**src/rtl/osc_bank.sv**
```systemverilog
// Time-multiplexed oscillator bank: VOICES x V_OSC phase accumulators serviced one slot
// per cycle, with per-voice hard sync, per-oscillator phase offset and waveform shaping.
module osc_bank #(
   parameter int unsigned VOICES  = 8,
   parameter int unsigned V_OSC   = 4,
   parameter int unsigned V_WIDTH = 3,
   parameter int unsigned O_WIDTH = 2,
   parameter int unsigned PHASE_W = 24,
   parameter int unsigned ADDR_W  = 11,
   parameter int unsigned N       = VOICES * V_OSC
) (
   input  logic                      sCLK_XVXOSC,
   input  logic                      reset_reg,
   input  logic                      run,
   output logic [V_WIDTH-1:0]        slot_vx,
   output logic [O_WIDTH-1:0]        slot_ox,
   output logic                      slot_issue,
   input  logic [PHASE_W-1:0]        osc_pitch_val,
   input  logic signed [ADDR_W-1:0]  modulation,
   input  logic [VOICES-1:0]         sync_req,
   input  logic                      reg_write,
   input  logic                      reg_read,
   input  logic                      osc_sel,
   input  logic [6:0]                reg_adr,
   input  logic [7:0]                reg_wdata,
   output logic [7:0]                reg_rdata,
   output logic                      reg_rvalid,
   output logic                      busy,
   output logic                      out_valid,
   output logic [V_WIDTH-1:0]        out_vx,
   output logic [O_WIDTH-1:0]        out_ox,
   output logic [ADDR_W-1:0]         lut_addr,
   output logic signed [ADDR_W-1:0]  wave_out,
   output logic                      wave_is_sine
);

   localparam int unsigned S_W = V_WIDTH + O_WIDTH;
   localparam logic [S_W-1:0] LAST_SLOT = S_W'(N - 1);

   typedef enum logic [1:0] {ST_CLEAR, ST_IDLE, ST_RUN} state_t;

   state_t              state, state_d;
   logic                busy_d, issue_d, clr_we;
   logic [S_W-1:0]      clr_cnt, slot_cnt;
   logic [PHASE_W-1:0]  acc [N];
   logic [N-1:0]        pend, pend_set, pend_clr;
   logic [7:0]          offs [V_OSC];
   logic [1:0]          mode [V_OSC];

   logic                p1_valid, p2_valid;
   logic [S_W-1:0]      p1_slot, p2_slot;
   logic [ADDR_W-1:0]   p2_top;
   logic [PHASE_W-1:0]  acc_nxt;

   // FSM state register, with busy/slot_issue registered from the next state
   always_ff @(posedge sCLK_XVXOSC or posedge reset_reg) begin
      if (reset_reg) begin
         state      <= ST_CLEAR;
         busy       <= 1'b1;
         slot_issue <= 1'b0;
      end else begin
         state      <= state_d;
         busy       <= busy_d;
         slot_issue <= issue_d;
      end
   end

   always_comb begin
      state_d = state;
      case (state)
         ST_CLEAR: if (clr_cnt == LAST_SLOT) state_d = run ? ST_RUN : ST_IDLE;
         ST_IDLE,
         ST_RUN:   state_d = run ? ST_RUN : ST_IDLE;
         default:  state_d = ST_CLEAR;
      endcase
   end

   always_comb begin
      busy_d  = (state_d == ST_CLEAR);
      issue_d = (state_d == ST_RUN);
      clr_we  = (state == ST_CLEAR);
   end

   // Clear sweep pointer and slot sequencer
   always_ff @(posedge sCLK_XVXOSC or posedge reset_reg) begin
      if (reset_reg) begin
         clr_cnt  <= '0;
         slot_cnt <= '0;
      end else begin
         if (clr_we) clr_cnt <= (clr_cnt == LAST_SLOT) ? '0 : clr_cnt + S_W'(1);
         if (slot_issue) slot_cnt <= (slot_cnt == LAST_SLOT) ? '0 : slot_cnt + S_W'(1);
      end
   end

   assign slot_vx = slot_cnt[S_W-1 -: V_WIDTH];
   assign slot_ox = slot_cnt[O_WIDTH-1:0];

   // Hard-sync pending flags; a new pulse wins over the clear of the slot being processed
   always_comb begin
      pend_set = '0;
      pend_clr = '0;
      for (int unsigned v = 0; v < VOICES; v++)
         pend_set[v*V_OSC +: V_OSC] = {V_OSC{sync_req[v]}};
      if (p1_valid) pend_clr[p1_slot] = 1'b1;
   end

   assign acc_nxt = pend[p1_slot] ? osc_pitch_val : acc[p1_slot] + osc_pitch_val;

   always_ff @(posedge sCLK_XVXOSC) begin
      if (clr_we)        acc[clr_cnt] <= '0;
      else if (p1_valid) acc[p1_slot] <= acc_nxt;
   end

   always_ff @(posedge sCLK_XVXOSC or posedge reset_reg) begin
      if (reset_reg) begin
         pend     <= '0;
         p1_valid <= 1'b0;
         p1_slot  <= '0;
         p2_valid <= 1'b0;
         p2_slot  <= '0;
         p2_top   <= '0;
      end else begin
         pend     <= (pend & ~pend_clr) | pend_set;
         p1_valid <= slot_issue;
         p1_slot  <= slot_cnt;
         p2_valid <= p1_valid;
         p2_slot  <= p1_slot;
         p2_top   <= acc_nxt[PHASE_W-1 -: ADDR_W];
      end
   end

   // Address and waveform shaping for the slot in stage 2
   logic [O_WIDTH-1:0] p2_ox;
   logic [ADDR_W-1:0]  offs_ext, offs_sh, addr, wave_d, tri_sh;
   logic [ADDR_W-2:0]  tri_fold;
   logic               sine_d;

   always_comb begin
      p2_ox    = p2_slot[O_WIDTH-1:0];
      offs_ext = ADDR_W'({{(ADDR_W-8){offs[p2_ox][7]}}, offs[p2_ox]});
      offs_sh  = offs_ext << 3;
      addr     = p2_top + $unsigned(modulation) + offs_sh;
      tri_fold = addr[ADDR_W-1] ? ~addr[ADDR_W-2:0] : addr[ADDR_W-2:0];
      tri_sh   = {tri_fold, 1'b0};
      wave_d   = '0;
      sine_d   = 1'b0;
      case (mode[p2_ox])
         2'd0:    sine_d = 1'b1;
         2'd1:    wave_d = {~addr[ADDR_W-1], addr[ADDR_W-2:0]};
         2'd2:    wave_d = addr[ADDR_W-1] ? {1'b0, {(ADDR_W-1){1'b1}}} : {1'b1, {(ADDR_W-1){1'b0}}};
         default: wave_d = {~tri_sh[ADDR_W-1], tri_sh[ADDR_W-2:0]};
      endcase
   end

   always_ff @(posedge sCLK_XVXOSC or posedge reset_reg) begin
      if (reset_reg) begin
         out_valid    <= 1'b0;
         out_vx       <= '0;
         out_ox       <= '0;
         lut_addr     <= '0;
         wave_out     <= '0;
         wave_is_sine <= 1'b0;
      end else begin
         out_valid <= p2_valid;
         if (p2_valid) begin
            out_vx       <= p2_slot[S_W-1 -: V_WIDTH];
            out_ox       <= p2_ox;
            lut_addr     <= addr;
            wave_out     <= wave_d;
            wave_is_sine <= sine_d;
         end
      end
   end

   // Register file: offs at 6+16*o, mode at 7+16*o
   logic [2:0]         reg_o;
   logic [O_WIDTH-1:0] reg_oi;
   logic               is_offs, is_mode;
   logic [7:0]         rd_d;

   always_comb begin
      reg_o   = reg_adr[6:4];
      reg_oi  = reg_adr[4 +: O_WIDTH];
      is_offs = (32'(reg_o) < V_OSC) && (reg_adr[3:0] == 4'd6);
      is_mode = (32'(reg_o) < V_OSC) && (reg_adr[3:0] == 4'd7);
      rd_d    = 8'h00;
      if (is_offs)      rd_d = offs[reg_oi];
      else if (is_mode) rd_d = {6'b0, mode[reg_oi]};
   end

   always_ff @(posedge sCLK_XVXOSC or posedge reset_reg) begin
      if (reset_reg) begin
         for (int unsigned i = 0; i < V_OSC; i++) begin
            offs[i] <= '0;
            mode[i] <= '0;
         end
         reg_rdata  <= '0;
         reg_rvalid <= 1'b0;
      end else begin
         if (reg_write && osc_sel) begin
            if (is_offs) offs[reg_oi] <= reg_wdata;
            if (is_mode) mode[reg_oi] <= reg_wdata[1:0];
         end
         reg_rvalid <= reg_read && osc_sel;
         if (reg_read && osc_sel) reg_rdata <= rd_d;
      end
   end

endmodule

```
**config.mk**
```make
export PLATFORM = sky130hd
export DESIGN_NAME = osc_bank
export DESIGN_NICKNAME = d
export VERILOG_FILES = /design/src/rtl/osc_bank.sv
export SDC_FILE = /design/constraint.sdc
export NUM_CORES = 1
export LEC_CHECK = 0
export BUFFER_PORTS_ARGS = -buffer_cell sky130_fd_sc_hd__buf_2
export CORE_UTILIZATION = 45
export DETAILED_ROUTE_END_ITERATION = 8
export PLACE_DENSITY = 0.61
export SKIP_CTS_REPAIR_TIMING = 1
export SYNTH_ARGS = -nofsm -noshare
export SYNTH_HDL_FRONTEND = slang
export SYNTH_SLANG_ARGS = --single-unit
```
**constraint.sdc**
```tcl
create_clock -name sCLK_XVXOSC -period 5.9 [get_ports sCLK_XVXOSC]
set_input_delay 0.885 -clock sCLK_XVXOSC [delete_from_list [all_inputs] [get_ports sCLK_XVXOSC]]
set_output_delay 0.885 -clock sCLK_XVXOSC [all_outputs]
set_load 0.02 [all_outputs]
```
# Word level (Yosys, flattened, before mapping)
# Memory sizes are Yosys's and may differ from the RTL's.
# Cells that the tools add are included.
# classes
n_addsub	5
order_cmp	6
eq_ne	9
n_mux	43
n_bitwise	8
n_reduce_logical	13
# ops
cell	count
$mux 24	2
$mux 8	6
$pmux 11 s3	1
$and 32x32->32	1
$bmux 8 s2	2
$bwmux 32	1
$mux 32	1
$not 32->32	1
$or 32x32->32	1
$add 24x24->24	1
$reduce_or 24->1	1
$add 11x11->11	2
$demux 8 s2	1
$mux 2	8
$mux 5	3
$mux 11	1
$add 5x1->5 const B	2
$eq 5x5->1 const B	2
$mux 10	1
$not 10->10	1
$mux 1	9
$bmux 2 s2	2
$bwmux 8	1
$eq 4x3->1 const B	2
other kinds (17)	31
# totals
ff_bits	147
ramBits	768
input_bits	64
out_inout_bits	45
elab_cells	112
memories	1
# memory_table
memory	words	width	read_ports	rd_ports_with_merged_regs	write_ports	line	rtl
acc	32	24	1	0	1	45	logic [PHASE_W-1:0] acc [N];

# Logic depth before layout (Yosys ltp)
# Gate-level depths: netlist (run 1).
# depth
word_depth	9
ltp_mapped	18
ltp_nobuf	14

# Worst setup path after synthesis (run 1)
# OpenSTA, ideal clock, no wires.
# synth_timing
path_kind	register -> register
start	register p1_slot[0]
end	memory acc[0][10] (data pin)
setup_time_ps	467
arrival_ps	5015
required_ps	5433
setup_slack_ps	418
stages_incl_launch_ff	17
n_path_buf	4
period_less_slack_ps	5482
cell_sequence	dfrtp_1 buf_4 buf_2 buf_2 buf_2 mux4_2 a22oi_1 nand4_1 ha_1 fa_1 a21o_1 a21oi_1 o21ai_1 nand2b_1 a21oi_1 xnor2_1 a211oi_1
# synth_via
elab_chain_len	4
word_cells_on_any_way	6
classes_between	add/sub: 1; mux: 4; memory: 1
# synth_lines
item	line	rtl
start, declared	51	logic [S_W-1:0] p1_slot, p2_slot;
start signal, assigned	125	p1_slot <= slot_cnt;
$mem_v2 32x24 or $bmux 1 s5 (tied branches)	--	
$add 24x24->24 or $mux 1 (tied branches)	107	assign acc_nxt = pend[p1_slot] ? osc_pitch_val : acc[p1_slot] + osc_pitch_val;
$mux 24 *	107	
$mux 24 (no source line) *	--	
end, declared	45	
# Mark *: on every way between the ends. The rest lies on a longest branch, timed or not. The select of a mux whose other input is x is not followed.

# Worst setup path after layout (run 1)
# layout_timing
start	register p1_slot[0]
end	memory acc[0][18] (data pin)
# The elaborated chain is that of the path after synthesis.

==> results of run 1 <==
cell type report:
| cell class | instances | area, um2 |
|---|---|---|
| Tap cell | 1080 | 1350 |
| Clock buffer | 110 | 2460 |
| Multi-Input combinational cell | 1004 | 10800 |
| Clock inverter | 66 | 662 |
| Timing Repair Buffer | 212 | 1380 |
| Sequential cell | 915 | 26700 |
| Fill cell | 6643 | 40000 |
| Inverter | 25 | 98.8 |
power breakdown:
| part | total [mW] | internal [mW] | switching, mW | leakage [nW] |
|---|---|---|---|---|
| clock network | 6.02 | 3.45 | 2.57 | 1.52 |
| registers | 8.75 | 8.28 | 0.470 | 8.88 |
| logic | 8.47 | 3.39 | 5.08 | 4.67 |
| total | 23.2 | 15.1 | 8.12 | 15.1 |
routing by layer:
metal	share of wire, %	vias to the layer above	GRT usage (%)
met4	3.0	6	7.84
met1	42	11300	34.4
met2	48	902	39.8
met3	6.9	180	3.84
met5	0.038	-	0
li1	-	8791	-
stage by stage:
step	instance area [um2]	setup WS (ns)	hold WS [ns]	utilization, %
floorplan	37900	0.418	0.352	-
global placement	40400	0.481	0.458	48.4
detailed placement	40400	0.472	0.465	48.4
CTS	43600	0.410	0.411	52.1
global route	43600	0.0305	0.432	52.1
finish	43600	0.463	0.379	52.1
critical path, cell delays in order (launching register included):
cell	delay [ns]
dfrtp_4	0.76
buf_12	0.29
buf_4	0.40
mux4_2	0.55
a22oi_1	0.24
nand4_1	0.20
ha_1	0.45
nand2_1	0.09
o31ai_1	0.26
a21oi_2	0.13
o21ai_1	0.45
a311oi_2	0.19
xnor2_1	0.22
a22o_1	0.77
state kept, by name, indices dropped and copies added (netlist names), 2 cells and up:
register	count
acc	768
offs	32
pend	32
lut_addr	11
p2_top	11
wave_out	11
mode	8
reg_rdata	8
clr_cnt	5
p1_slot	5
p2_slot	5
slot_cnt	5
out_vx	3
out_ox	2
state	2
cell families (layout without fill, tap and decap cells):
logic type                 after synthesis  after routing  share of synthesized area [%]
xor gates and xnor gates                33             33                          0.763
and+or+nand+nor                        291            291                           3.94
buffers and inverters                  132            413                           1.68
muxes                                  322            322                           15.6
adders and majority gates               50             50                           1.83
AOI/OAI and AO/OA                      308            308                           5.63
DFF                                    915            915                           70.6
Yosys cell counts, drive strengths merged, types with 43 or more instances:
master / number
mux2: 72
clkbuf: 58
nand2: 61
nor2: 84
buf: 49
edfxtp: 768
o21ai: 52
dfrtp: 146
a22oi: 90
a21oi: 47
mux4: 207
mux2i: 43
worst min path at each step:
stage                      from   endpoint  slack (ns)  depth (start not counted)
floorplan              p2_valid  out_valid        0.35                          0
global placement       pend[12]   pend[12]        0.46                          1
detailed placement      pend[0]    pend[0]        0.46                          1
CTS                 sync_req[1]    pend[4]        0.41                          2
global route        sync_req[0]    pend[0]        0.43                          2
finish                reset_reg   offs[15]        0.38                          2
==> summary.txt, run 1 <==
Cells and area
  – Final #Nets: 2367
  – Area Overhead vs Synth: 14.9%
  – ANT cells: 0
  – Fraction of layout cells with a size suffix above 1: between 20 and 30%
  – Most frequent cells in the layout: edfxtp_1 (768), mux4_2 (206), dfrtp_1 (144)
  – Commonest non-fill, non-tap cell in the layout: edfxtp_1
  – Cell Count, Final, Fillers Out: ~3400

Route
  – Vias per cell: 6.20
  – DR iter-0 viols: 2254
  – Routed WL per cell: approximately 30 um
  – DR DRC count: 0
  – Antenna Nets Post-Route: 0
  – Routed vias: 21100
  – Final WL: between 100000 and 150000 um
  – DRT Pass-1 Iters: 5

Placement
  – IO buf count: 108
  – HPWL after DPL: 62900 um
  – Placed instance count: 3236
  – GP Congestion: 0.938

Floorplanning
  – Row cnt: 106
  – DIE HEIGHT: 292 um
  – CORE AREA: 83600 um2
  – Die W: 292 um
  – Num ports: 109
  – Die Area: 85400 um2
  – Initial Util: 45.4%

Clocking
  – Clock tree buffer depth: 3
  – CTS Root Buffer Type: clkbuf_16
  – CTS sink count: 915
  – CTS tree: done
  – Cts bufs inserted: 95
  – Worst-path clk slew: 0.06 ns
  – Worst-Skew Late Latency: between 0.6 and 0.7 ns
  – H-tree depth: 3

Pwr
  – Total power: 23.2 mW
  – Power per cell area: 533 nW/um2
  – Leakage Power: approximately 15 nW
  – Worst VDD drop: 308 uV

Timing
  – RSZ-0062 raised after global routing: no
  – Final setup fails: 0
  – Final Max Slew Viols: 0
  – Slew HR: 20.6%
  – Setup_tns: 0 ns
  – Slew @ Worst Pin: 1.17 ns
  – Fin crit share: around 92%
  – Final setup skew: 0.0398 ns
  – Highest Clock Rate: 184 MHz
  – Minimum clock period: 5.44 ns
  – Hold Vio Cnt, Final: 0

Synth
  – Register area share after synthesis: 70.6%
  – Syn. warnings: 0
  – Ys flop type: edfxtp_1
  – Share of Yosys cell area claimed by the top area cell type: between 60% and 70%
  – Top cells by area, synth: edfxtp_1 (61%), mux4_2 (12%), dfrtp_1 (9.6%)
  – Flops & latches, synth: just over 900
  – Post-Synthesis Cells: between 2000 and 2500
  – Number of synthesized flops with an enable pin: between 700 and 800
  – Async SR Flop Fraction: 16.1%
  – Largest area contributor in the netlist: edfxtp_1
  – Post-Syn Nets: 2165
  – Post-Syn Area per Cell: ~18 um2
  – Synth unique cells: 77
  – Syn Std Cell Area: roughly 38000 um2

GRT
  – Initial antenna violation count: 4
  – Grt ovf: 0
  – Largest net degree at the start of global routing: 94
  – First-pass GRT wire length: approximately 150000 um
  – Vias in the first global route: 21200
  – GRT Resource Usage Total: 24.6%

Setup path
  – Critical path class: flip-flop to flip-flop
  – Type of origin of the critical path: flip-flop
  – Crit path to: acc[0][18]
  – Critical Path Start: p1_slot[0]
  – R2r endpoint: acc[0][18]
  – Reg2Reg Depth: 13
  – R2r setup slk: about 0.46 ns
  – Worst Path Arrival: 5.76 ns
  – Worst Path Required: roughly 6.2 ns
  – CP endpoint kind: flip-flop
  – Reg2reg start: p1_slot[0]
  – CP Max Fanout: 32

Flow run
  – Max-Cap Viols: 0

Worst hold path
  – Hold Path Class: input pin to asynchronous set/reset pin

Status
  – Status: complete, no violations
Note: power is estimated with default switching activity, not from simulation.
==> run 2: changes to the inputs <==
- CORE_UTILIZATION: 45 -> 48
- PLACE_DENSITY: 0.61 -> 0.64
==> run 2 against run 1 <==
Compared with the run above:
- global-route usage grew 1.2 points
- fmax shrank 0.86%
- first-iteration DRC count grew 8.4%
- highest routed layer unchanged
- non-clock buffer count is the same
- sequential power is essentially flat
- critical path type unchanged
- hold slack gained 0.027 ns
- count of clock-buffer cells in the layout grew 9
- clock power grew 4.3%
- flip-flop and latch count is the same
==> summary.txt, run 2 (synthesized netlist as in run 1, its figures left out) <==
Timing
  – Hold Vio Cnt, Final: 0
  – Final setup skew: 0.0312 ns
  – Minimum clock period: approximately 5.5 ns
  – Highest Clock Rate: between 150 and 200 MHz
  – Final Max Slew Viols: 0
  – Slew HR: 13.5%
  – Setup_tns: 0 ns
  – Slew @ Worst Pin: 1.27 ns
  – Final setup fails: 0
  – Worst Hold Slack: 0.406 ns
  – RSZ-0062 raised after global routing: no
  – Fin crit share: 92.9%

Pwr
  – Worst VDD drop: 301 uV
  – Flop pwr share: roughly 37%
  – Switching part of the total: 34.3%
  – P_sw: roughly 8.1 mW
  – Clock power share: 26.7%
  – Power per cell area: 538 nW/um2
  – Comb power frac: 36.1%
  – Int Pwr: 15.5 mW
  – Leakage Power: 15.1 nW

Status
  – Status: complete, no violations

GRT
  – First-pass GRT wire length: 149000 um
  – Largest net degree at the start of global routing: 92
  – GRT Resource Usage Total: 25.8%
  – Grt ovf: 0
  – Initial antenna violation count: 8
  – Vias in the first global route: 21200

Setup path
  – Worst Path Arrival: 5.78 ns
  – CP max stage cell: nor2_2
  – Reg2Reg Depth: 14
  – Critical path class: flip-flop to flip-flop
  – Type of origin of the critical path: flip-flop
  – R2r setup slk: 0.42 ns
  – Reg2reg start: p1_slot[2]
  – R2r endpoint: acc[12][19]
  – CP Max Fanout: 32
  – Worst Path Required: 6.20 ns
  – Cell Chain, Critical Path: nand2b_1 -> nor2_2 -> a22oi_1 -> nand4_1 -> ha_1 -> a21o_1 -> a211oi_1 -> o21bai_1 -> a31oi_1 -> buf_4 -> o21bai_1 -> a31oi_1 -> xnor2_1 -> a22o_1
  – Worst path max stage delay: 0.91 ns
  – CP endpoint kind: flip-flop

Clocking
  – CTS sink count: 915
  – CTS Root Buffer Type: clkbuf_16
  – Worst-path clk slew: approximately 0.060 ns
  – CTS tree: done
  – Clock tree buffer depth: 3
  – H-tree depth: 3
  – Cts bufs inserted: between 90 and 100
  – Worst-Skew Late Latency: 0.66 ns

Floorplanning
  – Initial Util: 48.8%
  – Row cnt: around 100
  – Die Area: 80100 um2
  – CORE AREA: 77700 um2
  – Num ports: between 100 and 150
  – Die W: 283 um
  – DIE HEIGHT: 283 um

Placement
  – GP Congestion: ~0.89
  – Placed instance count: between 3000 and 4000
  – IO buf count: around 110
  – HPWL after DPL: 61000 um
  – Cell Area, Placed: a little over 40000 um2

Cells and area
  – Fraction of layout cells with a size suffix above 1: 29.9%
  – Area Overhead vs Synth: 15.3%
  – Commonest non-fill, non-tap cell in the layout: edfxtp_1
  – Final #Nets: ~2400
  – Max reg flops: 768
  – Cell Count, Final, Fillers Out: 3374
  – Largest Register: acc
  – Most frequent cells in the layout: edfxtp_1 (768), mux4_2 (206), dfrtp_1 (144)
  – Largest registers: acc (768), offs (32), pend (32)
  – Design Area, Final: 43700 um2

Route
  – Routed WL per cell: 30.2 um
  – DR DRC count: 0
  – Vias per cell: 6.30
  – Routed vias: around 21000
  – Antenna Nets Post-Route: 0
  – DR iter-0 viols: 2443
  – DRT Pass-1 Iters: 5
  – Final WL: 102000 um

Flow run
  – Max-Cap Viols: 0

Worst hold path
  – Hold Path Class: input pin to asynchronous set/reset pin
-- run 2: worst max-delay path, delay by kind of cell, from the launching register on --
family | cells | cell delay (ns)
fa+ha+maj | 1 | 0.26
simple gates | 3 | 1.44
flops | 1 | 0.53
compound gates | 8 | 2.51
xor+xnor | 1 | 0.17
buf+inv | 1 | 0.20
-- run 2: stage by stage --
stage | power [mW] | util [%] | setup WS (ns)
6_report | 23.5 | 56.2 | 0.416
5_1_grt | 24.5 | 56.2 | 0.00319
3_3_place_gp | 17.2 | 52.0 | 0.602
3_5_place_dp | 17.3 | 52.0 | 0.495
4_1_cts | 23.6 | 56.2 | 0.443
2_1_floorplan | 14.4 | - | 0.418
-- run 2: how the worst max path moves through the flow --
| stage | from | endpoint | cells past startpoint |
|---|---|---|---|
| after floorplan | p1_slot[0] | acc[0][10] | 16 |
| after global placement | p1_slot[0] | acc[0][19] | 13 |
| after detailed placement | p1_slot[0] | acc[0][19] | 13 |
| after CTS | p1_slot[0] | acc[12][19] | 13 |
| after global routing | p1_slot[0] | acc[12][19] | 13 |
| final | p1_slot[2] | acc[12][19] | 14 |
-- run 2: power by group through the flow --
stage	Sequential, mW	Combinational [mW]	Clock, mW
after floorplan	8.73	5.71	0
after global placement	8.85	8.31	0
after detailed placement	8.90	8.42	0
after CTS	8.77	8.46	6.35
after global routing	8.85	9.07	6.60
final	8.76	8.48	6.28
-- run 2: metal layers --
layer	routed length [um]	vias to the layer above	global-route usage, %
li1	-	8780	-
met1	41900	11200	37.7
met2	47900	1083	39.9
met3	8980	184	4.26
met4	3060	6	8.08
met5	31	-	0
-- run 2: cell type report --
type                       instances  area (um2)
clock buffer                     119        2520
antenna                            4        10.0
sequential                       915       26700
multi-input combinational       1004       10800
clock inverter                    55         756
inverter                          25        98.8
tap                             1040        1300
fill                            5879       34000
timing repair buffer             212        1410
==> run 3: changes to the inputs <==
- PLACE_DENSITY: 0.64 -> 0.62
- clock period: 5.9 -> 6.18 ns (I/O delays scaled with it)
==> run 3 against run 2 <==
Compared with the run above:
- setup slack better by 0.058 ns
- global-route usage hardly changed
- final cell count is 0.56% lower
- utilization is 0.47 points lower
- critical path depth is 1 lower
- via count is 0.87% lower
- die area stayed put
- flip-flop and latch count stayed put
- first-iteration DRC count is 2.5% lower
- clock power is 9.2% lower
==> summary.txt, run 3 (synthesized netlist as in run 1, its figures left out) <==
Route
  – Routed vias: approximately 21000
  – DR DRC count: 0
  – DR iter-0 viols: 2382
  – Final WL: a little over 100000 um
  – Vias per cell: about 6.3
  – Routed WL per cell: 30.5 um
  – Antenna Nets Post-Route: 0
  – DRT Pass-1 Iters: 5

GRT
  – GRT Resource Usage Total: between 20 and 30%
  – Grt ovf: 0
  – First-pass GRT wire length: 148000 um
  – Largest net degree at the start of global routing: 97
  – Initial antenna violation count: 2
  – Vias in the first global route: 21000

Flow run
  – Max-Cap Viols: 0

Timing
  – Slew HR: between 10% and 20%
  – Final Max Slew Viols: 0
  – Hold Vio Cnt, Final: 0
  – Highest Clock Rate: between 150 and 200 MHz
  – Slew @ Worst Pin: 1.19 ns
  – Setup_tns: 0 ns
  – RSZ-0062 raised after global routing: no
  – Final setup skew: 0.0219 ns
  – Final setup fails: 0
  – Fin crit share: 92.3%
  – Minimum clock period: approximately 5.7 ns
  – Worst Hold Slack: 0.448 ns

Placement
  – GP Congestion: about 0.9
  – HPWL after DPL: 61300 um
  – IO buf count: 108

Floorplanning
  – Num ports: 109
  – Die Area: 80100 um2
  – DIE HEIGHT: 283 um
  – Row cnt: 102
  – Initial Util: 48.8%
  – Die W: approximately 280 um
  – CORE AREA: just under 80000 um2

Setup path
  – CP max stage cell: dfrtp_4
  – CP Max Fanout: 47
  – R2r setup slk: 0.47 ns
  – Worst Path Arrival: 6.01 ns
  – CP endpoint kind: flip-flop
  – Type of origin of the critical path: flip-flop
  – Cell Chain, Critical Path: buf_4 -> buf_12 -> mux4_2 -> a22oi_1 -> nand4_1 -> ha_1 -> nand2_1 -> o31ai_1 -> a21oi_2 -> o21ai_1 -> a31oi_1 -> xnor2_1 -> a22o_1
  – Worst path max stage delay: between 0.8 and 0.9 ns
  – Worst Path Required: 6.49 ns
  – Critical path class: flip-flop to flip-flop

Cells and area
  – Most frequent cells in the layout: edfxtp_1 (768), mux4_2 (206), dfrtp_1 (144)
  – Commonest non-fill, non-tap cell in the layout: edfxtp_1
  – Largest registers: acc (768), offs (32), pend (32)
  – Fraction of layout cells with a size suffix above 1: about 30%
  – Area of the multi-input gates: roughly 11000 um2
  – Final #Nets: around 2300
  – Max reg flops: between 700 and 800
  – Area Overhead vs Synth: 14.3%
  – Fillers: 5859
  – Fin util: 55.7%
  – Reg area: 26700 um2
  – Largest Register: acc

Clocking
  – Cts bufs inserted: 93
  – CTS tree: done
  – H-tree depth: 3
  – Worst-Skew Late Latency: 0.65 ns
  – Clock tree buffer depth: 3
  – CTS Root Buffer Type: clkbuf_16
  – Worst-path clk slew: around 0.060 ns
  – CTS sink count: ~900

Pwr
  – Worst VDD drop: 359 uV
  – Leakage Power: 15.0 nW
  – Power per cell area: 508 nW/um2

Worst hold path
  – Hold Path Class: flip-flop to flip-flop

Status
  – Status: complete, no violations
## run 3: changes by cell type in the layout (fill, tap and decap cells not counted), moves of 2 or more
cell        change
a21oi_2         +2
clkinv_16       -2
clkbuf_1        -3
a21oi_1         -2
inv_6           +3
buf_12          -2
clkbuf_16       -4
clkinvlp_4      +2
clkinv_4        -2
buf_4          -16
clkinv_2        +6
bufinv_16       -4
## run 3: area by class of cell
cell class / instances / area share (%)
Timing Repair Buffer: 194 / 2.88
Inverter: 25 / 0.228
Multi-Input combinational cell: 1004 / 25.1
Clock buffer: 113 / 5.59
Clock inverter: 59 / 1.46
Tap cell: 1040 / 3.00
Sequential cell: 915 / 61.7
Antenna cell: 5 / 0.0289
## run 3: routing by layer
| metal | up-vias | track usage, % | share of wire [%] |
|---|---|---|---|
| li1 | 8743 | - | - |
| met1 | 11200 | 36.7 | 42 |
| met2 | 956 | 41.0 | 48 |
| met3 | 182 | 4.52 | 8.1 |
| met4 | 0 | 7.46 | 2.9 |
| met5 | - | 0 | 0 |
## run 3: final timing paths
path | start | end | depth (start not counted)
setup reg to reg | p1_slot[0] | acc[16][16] | 13
hold / removal | slot_cnt[4] | p1_slot[4] | 0
min in group asynchronous | reset_reg | slot_cnt[2] | 2
setup / recovery | p1_slot[0] | acc[16][16] | 13
hold reg to reg | slot_cnt[4] | p1_slot[4] | 0
max in group asynchronous | reset_reg | state[1] | 3
## run 3: stage by stage
step | area [um2] | power (mW) | instances | worst slack (ns)
floorplan | 37900 | 13.8 | 2051 | 0.698
global placement | 40300 | 16.3 | 3178 | 0.602
detailed placement | 40300 | 16.4 | 3178 | 0.435
CTS | 43300 | 22.1 | 3350 | 0.457
global route | 43300 | 22.9 | 3350 | 0.0364
finish | 43300 | 22.0 | 3355 | 0.474
## run 3: power by group
part | switching [mW] | total [mW] | internal [mW]
Combinational | 4.78 | 7.94 | 3.16
Clock | 2.37 | 5.70 | 3.33
Sequential | 0.464 | 8.37 | 7.90
## run 3: critical path, delay by kind of cell (launching register included)
family	cells	cell delay (ns)
adders and majority gates	1	0.46
DFF	1	0.88
and+or+nand+nor	2	0.25
muxes	1	0.56
AOI/OAI and AO/OA	6	2.13
xor gates and xnor gates	1	0.21
buffers and inverters	2	0.79
